<file path="src/rtl/rf_wb_arbiter.sv">
// Writeback arbiter: shares the register-file write port between the ALU path (A) and the
// long-latency path (B), with a busy scoreboard. Optional B starvation guard: WB_STARVE_GUARD_EN.
module rf_wb_arbiter #(
  parameter int DW         = 32,
  parameter int AW         = 5,
  parameter int STARVE_MAX = 4
) (
  input  logic               clk,
  input  logic               rst_n,
  input  logic               a_valid,
  input  logic [AW-1:0]      a_rdc,
  input  logic [DW-1:0]      a_data,
  output logic               a_ready,
  input  logic               b_valid,
  input  logic [AW-1:0]      b_rdc,
  input  logic [DW-1:0]      b_data,
  output logic               b_ready,
  input  logic               rsv_valid,
  input  logic [AW-1:0]      rsv_rdc,
  input  logic [AW-1:0]      chk_rsc,
  input  logic [AW-1:0]      chk_rtc,
  output logic               hazard,
  output logic [(1<<AW)-1:0] busy,
  output logic               RF_w,
  output logic [AW-1:0]      rdc,
  output logic [DW-1:0]      rd
);

  localparam int NREG = 1 << AW;

  logic            force_b;
  logic [NREG-1:0] busy_nxt;

  // A is held off while its destination still has an older B write pending.
  assign a_ready = a_valid && !busy[a_rdc] && !force_b;
  assign b_ready = b_valid && !a_ready;
  assign hazard  = busy[chk_rsc] | busy[chk_rtc];

`ifdef WB_STARVE_GUARD_EN
  localparam int CW = $clog2(STARVE_MAX + 1);

  logic [CW-1:0] starve_cnt;

  assign force_b = b_valid && (starve_cnt == CW'(STARVE_MAX));

  always_ff @(posedge clk or negedge rst_n) begin
    if (!rst_n) begin
      starve_cnt <= '0;
    end else if (!b_valid || b_ready) begin
      starve_cnt <= '0;
    end else if (starve_cnt != CW'(STARVE_MAX)) begin
      starve_cnt <= starve_cnt + 1'b1;
    end
  end
`else
  // Strict A priority; the comparison is always false and only ties off the parameter.
  assign force_b = (STARVE_MAX < 0);
`endif

  always_ff @(posedge clk or negedge rst_n) begin
    if (!rst_n) begin
      RF_w <= 1'b0;
      rdc  <= '0;
      rd   <= '0;
    end else if (a_ready) begin
      RF_w <= (a_rdc != '0);
      rdc  <= a_rdc;
      rd   <= a_data;
    end else if (b_ready) begin
      RF_w <= (b_rdc != '0);
      rdc  <= b_rdc;
      rd   <= b_data;
    end else begin
      RF_w <= 1'b0;
    end
  end

  // Set is applied after clear so a same-cycle re-reservation keeps the bit.
  always_comb begin
    busy_nxt = busy;
    if (b_ready) busy_nxt[b_rdc] = 1'b0;
    if (rsv_valid) busy_nxt[rsv_rdc] = 1'b1;
    busy_nxt[0] = 1'b0;
  end

  always_ff @(posedge clk or negedge rst_n) begin
    if (!rst_n) busy <= '0;
    else        busy <= busy_nxt;
  end

endmodule

</file>
<file path="config.mk">
export PLATFORM = sky130hd
export DESIGN_NAME = rf_wb_arbiter
export DESIGN_NICKNAME = d
export VERILOG_FILES = /design/src/rtl/rf_wb_arbiter.sv
export SDC_FILE = /design/constraint.sdc
export NUM_CORES = 1
export LEC_CHECK = 0
export CORE_UTILIZATION = 45
export DETAILED_ROUTE_END_ITERATION = 10
export HOLD_SLACK_MARGIN = 0.15
export PLACE_DENSITY = 0.81
export SLEW_MARGIN = 10
export SYNTH_ARGS = -nofsm -noshare
export SYNTH_HDL_FRONTEND = slang
export SYNTH_SLANG_ARGS = --single-unit
</file>
<file path="constraint.sdc">
create_clock -name clk -period 2.4 [get_ports clk]
set_input_delay 0.24 -clock clk [delete_from_list [all_inputs] [get_ports clk]]
set_output_delay 0.24 -clock clk [all_outputs]
set_load 0.05 [all_outputs]
</file>
---- Word-level counts from Yosys, hierarchy flattened ----
Index checks and enable logic that the tools add are counted.
word-level totals
  logic and storage cells ................. 42
  flip-flop bits (word level) ............. 69
cells by class
  bitwise gates (word level) .............. 4
  $lt $le $gt $ge ......................... 7
  reductions and logical operators ........ 9
  multiplexer cells ....................... 18
operators by type and width
  operator                                                                              number
  32-bit 2-to-1 mux                                                                     4
  32-bit AND                                                                            1
  32-bit NOT                                                                            1
  32-bit bitwise OR                                                                     1
  5-bit by 6-bit less-than comparator with 1-bit output (second input constant)         5
  1-bit binary-select mux with 5-bit select                                             3
  1-bit demux with 5-bit select                                                         2
  5-bit by 1-bit greater-or-equal comparator with 1-bit output (second input constant)  2
  5-bit 2-to-1 mux                                                                      2
  5-bit nonzero test                                                                    2
  1-bit 2-to-1 mux                                                                      7
  1-bit logical AND                                                                     4
  1-bit zero test                                                                       2
  2-bit nonzero test                                                                    1
  1-bit bitwise OR                                                                      1

---- Logic depth before layout (Yosys ltp) ----
Gate-level depths: netlist of run 1.
  word-level depth ........................ 9
  mapped depth ............................ 9

---- Worst setup path before layout of run 1 ----
OpenSTA, ideal clock, no wires.
  path type ............................... reg2out
  from .................................... register busy[6]
  to ...................................... output a_ready
  buffers on the path ..................... 3
  stages on the path, launching flop included .. 9
  arrival ................................. 2,285 ps
  setup slack ............................. -125 ps
  path through ............................ dfrtp_1 mux4_1 o22ai_1 o22ai_2 o22a_1 buf_6 buf_12 buf_6 inv_1
between the ends
  cells in the longest elaborated chain, start to end .. 4
ends and longest elaborated chain
  element                                    line  RTL
  from (decl)                                23    output logic [(1<<AW)-1:0] busy,
  from (signal assigned)                     88    else busy <= busy_nxt;
  1-bit binary-select mux with 5-bit select  35    assign a_ready = a_valid && !busy[a_rdc] && !force_b;
  1-bit 2-to-1 mux (not written as such)     35
  1-bit zero test                            35
  1-bit logical AND                          35
  to (decl)                                  13    output logic a_ready,
No other way between the ends. The select of a mux whose other input is x is not followed.

---- Worst setup path after layout of run 1 ----
  from .................................... register busy[15]
  to ...................................... output hazard
between the ends
  cells in the longest elaborated chain, start to end .. 3
  elaborated cells between the ends (all ways) .. 5
  those cells by class .................... 4 x mux; 1 x bitwise
ends and longest elaborated chain
  element                                    line  RTL
  1-bit binary-select mux with 5-bit select  37    assign hazard = busy[chk_rsc] | busy[chk_rtc];
  1-bit 2-to-1 mux (not written as such)     37
  1-bit bitwise OR (*)                       37
  to (decl)                                  22    output logic hazard,
Mark *: on every way between the ends. The rest lies on a longest branch, timed or not. The select of a mux whose other input is x is not followed.

==> results of run 1 <==
sequential cells by signal, summed over array words and instances, names as in the netlist:
| name | flops |
|---|---|
| rd | 32 |
| busy | 31 |
| rdc | 5 |
| RF_w | 1 |
critical path, delay by kind of cell, from the launching register on:
kind | cells | cell delay, ns
DFF | 1 | 0.46
muxes | 3 | 1.13
buffers and inverters | 1 | 0.15
and+or+nand+nor | 1 | 0.08
worst max path at each step:
stage                   from      end  slack [ns]
floorplan            busy[4]  b_ready       0.004
global placement    a_rdc[0]   rd[13]       -0.23
detailed placement  a_rdc[1]    rd[0]       -0.25
CTS                 busy[31]  b_ready       -0.04
global route        busy[31]   hazard       -0.09
finish              busy[15]   hazard       -0.03
per-stage QoR:
step,instance area (µm²),power [mW],setup TNS (ns),cells
2_1_floorplan,4490,3.31,0,400
3_3_place_gp,6390,4.23,-12.34,700
3_5_place_dp,6390,4.29,-12.22,700
4_1_cts,6660,5.30,-0.0831,723
5_1_grt,6720,5.54,-0.127,730
6_report,6720,5.36,-0.0342,730
cell type report:
type	count	area share
multi-input cells	301	0.379
repair buffers	208	0.305
inverters	4	0.00279
well taps	133	0.0248
clock buffers	9	0.0184
clock inverters	6	0.00950
flip-flops and latches	69	0.260
synth_stat cells:
| cell | count | area share |
|---|---|---|
| and3b_1 | 3 | 0.0059 |
| buf_2 | 1 | 0.0011 |
| o22ai_2 | 1 | 0.0028 |
| buf_12 | 4 | 0.018 |
| dfrtp_1 | 69 | 0.39 |
| o22ai_1 | 1 | 0.0014 |
| o22a_1 | 1 | 0.0020 |
| or3_1 | 3 | 0.0042 |
| nand2_1 | 27 | 0.023 |
| mux2_4 | 33 | 0.11 |
| nor3b_1 | 12 | 0.020 |
| conb_1 | 1 | 0.00084 |
| buf_6 | 5 | 0.013 |
| mux4_1 | 2 | 0.012 |
| or3b_2 | 3 | 0.0059 |
| mux2i_1 | 13 | 0.029 |
| nor2_1 | 84 | 0.070 |
| mux2_2 | 38 | 0.096 |
| o211ai_1 | 2 | 0.0034 |
| nor3_1 | 2 | 0.0022 |
| inv_1 | 4 | 0.0034 |
| mux4_2 | 22 | 0.11 |
| nand3b_1 | 5 | 0.0084 |
| o31ai_1 | 2 | 0.0034 |
| o21ai_0 | 2 | 0.0022 |
| or2_2 | 1 | 0.0014 |
| nand3_1 | 4 | 0.0045 |
| and2_1 | 1 | 0.0014 |
| nor4_1 | 4 | 0.0056 |
| nand2b_1 | 2 | 0.0028 |
| a21oi_1 | 32 | 0.036 |
| clkbuf_1 | 15 | 0.013 |
| buf_4 | 1 | 0.0017 |
report_power, final:
| group | switching [mW] | internal, mW | leakage, nW | total, mW |
|---|---|---|---|---|
| sequential | 0.281 | 1.41 | 0.795 | 1.69 |
| combinational | 1.50 | 1.21 | 1.92 | 2.71 |
| clock | 0.485 | 0.474 | 0.0915 | 0.958 |
placed cells by master, fill, tap and decap left out, types with 3 or more instances in the layout:
master	count
clkdlybuf4s50_1	156
nor2_1	84
dfrtp_1	51
mux2_2	38
buf_4	36
mux2_4	33
a21oi_1	32
nand2_1	27
mux4_2	23
dfrtp_2	18
mux2i_1	13
nor3b_1	12
clkbuf_8	9
buf_12	7
nand3b_1	5
nand3_1	4
nor4_1	4
dlygate4sd2_1	4
inv_1	3
or3_1	3
or3b_2	3
and3b_1	3
clkinvlp_4	3
routing by layer:
layer | global-route usage | vias to the layer above | share of wire
met1 | 0.357 | 2007 | 0.37
met5 | 0 | - | 0
met4 | 0.136 | 0 | 0.040
met2 | 0.481 | 282 | 0.51
li1 | - | 1825 | -
met3 | 0.0600 | 58 | 0.082
what timing repair did:
item                       in CTS  in global routing
gates resized for setup        18                  2
hold endpoints to repair       21                  0
hold buffers                    1                  0
setup buffers                   7                  7
setup endpoints to repair       3                  4
pin swaps                       2                  2
cells by family (layout without fill, tap and decap cells):
group	Yosys count	in the layout	share of synthesized area
compound gates	41	41	0.0509
buf+inv	30	227	0.0492
flops	69	69	0.386
mux	108	108	0.358
other cells	1	1	0.000838
simple gates	151	151	0.155
==> flow_summary.json, run 1 <==
{
  "yosysWarnings": 0,
  "clockRootBuffer": "clkbuf_8",
  "drtIter0Drc": 330,
  "ys_types": 33,
  "ctsLongestPathBuffers": 2,
  "clk_latency_ns": 0.36,
  "report.final.hold_viol_count": 0,
  "diodes": 0,
  "rows": 36,
  "slowest_stage": "mux4_2",
  "die_w_um": 102,
  "synth_nets": 494,
  "portBuffers": 165,
  "layout.nets": 687,
  "hpwl_um": 10800,
  "cts.sinks": 69,
  "required_ns": 2.16,
  "peakVddDrop_mv": 0.409,
  "dieArea_mm2": 0.0103,
  "final.setup_skew_ns": 0.0142,
  "drtPass1Iterations": 10,
  "antenna_found_initial": 0,
  "drive_gt1_frac": 0.308,
  "min_to": "RF_w",
  "clkTransAtPathRegs_ns": 0.08,
  "routedWlPerCell_um": 20.4,
  "start_kind": "register",
  "relSlewSlack": 0.627,
  "track_usage": 0.288,
  "postRouteAntennaNets": 0,
  "grt_max_degree": 33,
  "setup_violations": 2,
  "cpMostUsedCell": "mux4_2",
  "multi_input_comb_area_mm2": 0.00255,
  "synth_area_per_cell_um2": 11.2,
  "r2r-start": "busy[12]",
  "gp_congestion": 0.990,
  "drv_cap": 0,
  "rsz0062_at_grt": "yes",
  "ios": 167,
  "fmax_mhz": 411,
  "grt_pass1_vias": 4149,
  "worst_pin_slew_ns": 0.559,
  "drc": 1,
  "core_mm2": 0.00968,
  "overflow": 0,
  "ff2ff_path_depth": 8,
  "crit_chain": "mux4_2 -> mux4_2 -> mux2i_1 -> nand2_1 -> buf_6",
  "hp-class": "in2reg",
  "hold_depth": 3,
  "fin_util": 0.694,
  "slew_viol_final": 0,
  "syn_area_mm2": 0.00448,
  "rrSetupSlack_ns": 0.13,
  "grt_pass1_wl_um": 22100,
  "htreeDepth": 3,
  "ys_seq_elements": 69,
  "worstPathArrival_ns": 2.19,
  "cts_tree": "yes",
  "floorplan.initialDensity": 0.462,
  "numCtsBuffers": 9,
  "fin_hold_ws_ns": 0.351,
  "finalCriticalPeriod_ns": 2.43,
  "viasPerCell": 5.72,
  "violations": "design-rule violations, negative setup slack",
  "crit_fanout": 5,
  "path_class": "reg2out",
  "crit_path_max_incr_delay_ns": 0.50,
  "regArea_mm2": 0.00175,
  "fillers": 677,
  "hold_start": "b_valid",
  "vias": 4172,
  "drt-total-wl_um": 14900,
  "p_per_area_mw_per_mm2": 798,
  "synthCells": 400,
  "die_h_um": 102,
  "r2r_end": "busy[19]",
  "endpoint_kind": "primary output",
  "yosysSeqAreaShare": 0.386,
  "leakagePower_nw": 2.80,
  "finalCritPeriodShare": 1.01,
  "setup_slack_ns": -0.0307,
  "status": "complete, but fails checks",
  "area_delta_synth_final_pct": 50.1,
  "pre_cts_slack_ns": -0.246
}
Note: power is estimated with default switching activity, not from simulation.
==> run 2: changes to the inputs <==
--- a/config.mk
+++ b/config.mk
@@ -6,6 +6,7 @@
 export NUM_CORES = 1
 export LEC_CHECK = 0
 export CORE_UTILIZATION = 45
+export CTS_CLUSTER_SIZE = 10
 export DETAILED_ROUTE_END_ITERATION = 10
 export HOLD_SLACK_MARGIN = 0.15
 export PLACE_DENSITY = 0.81
==> results of run 2 <==
Final layout, timing and power as in run 1 (identical DEF).
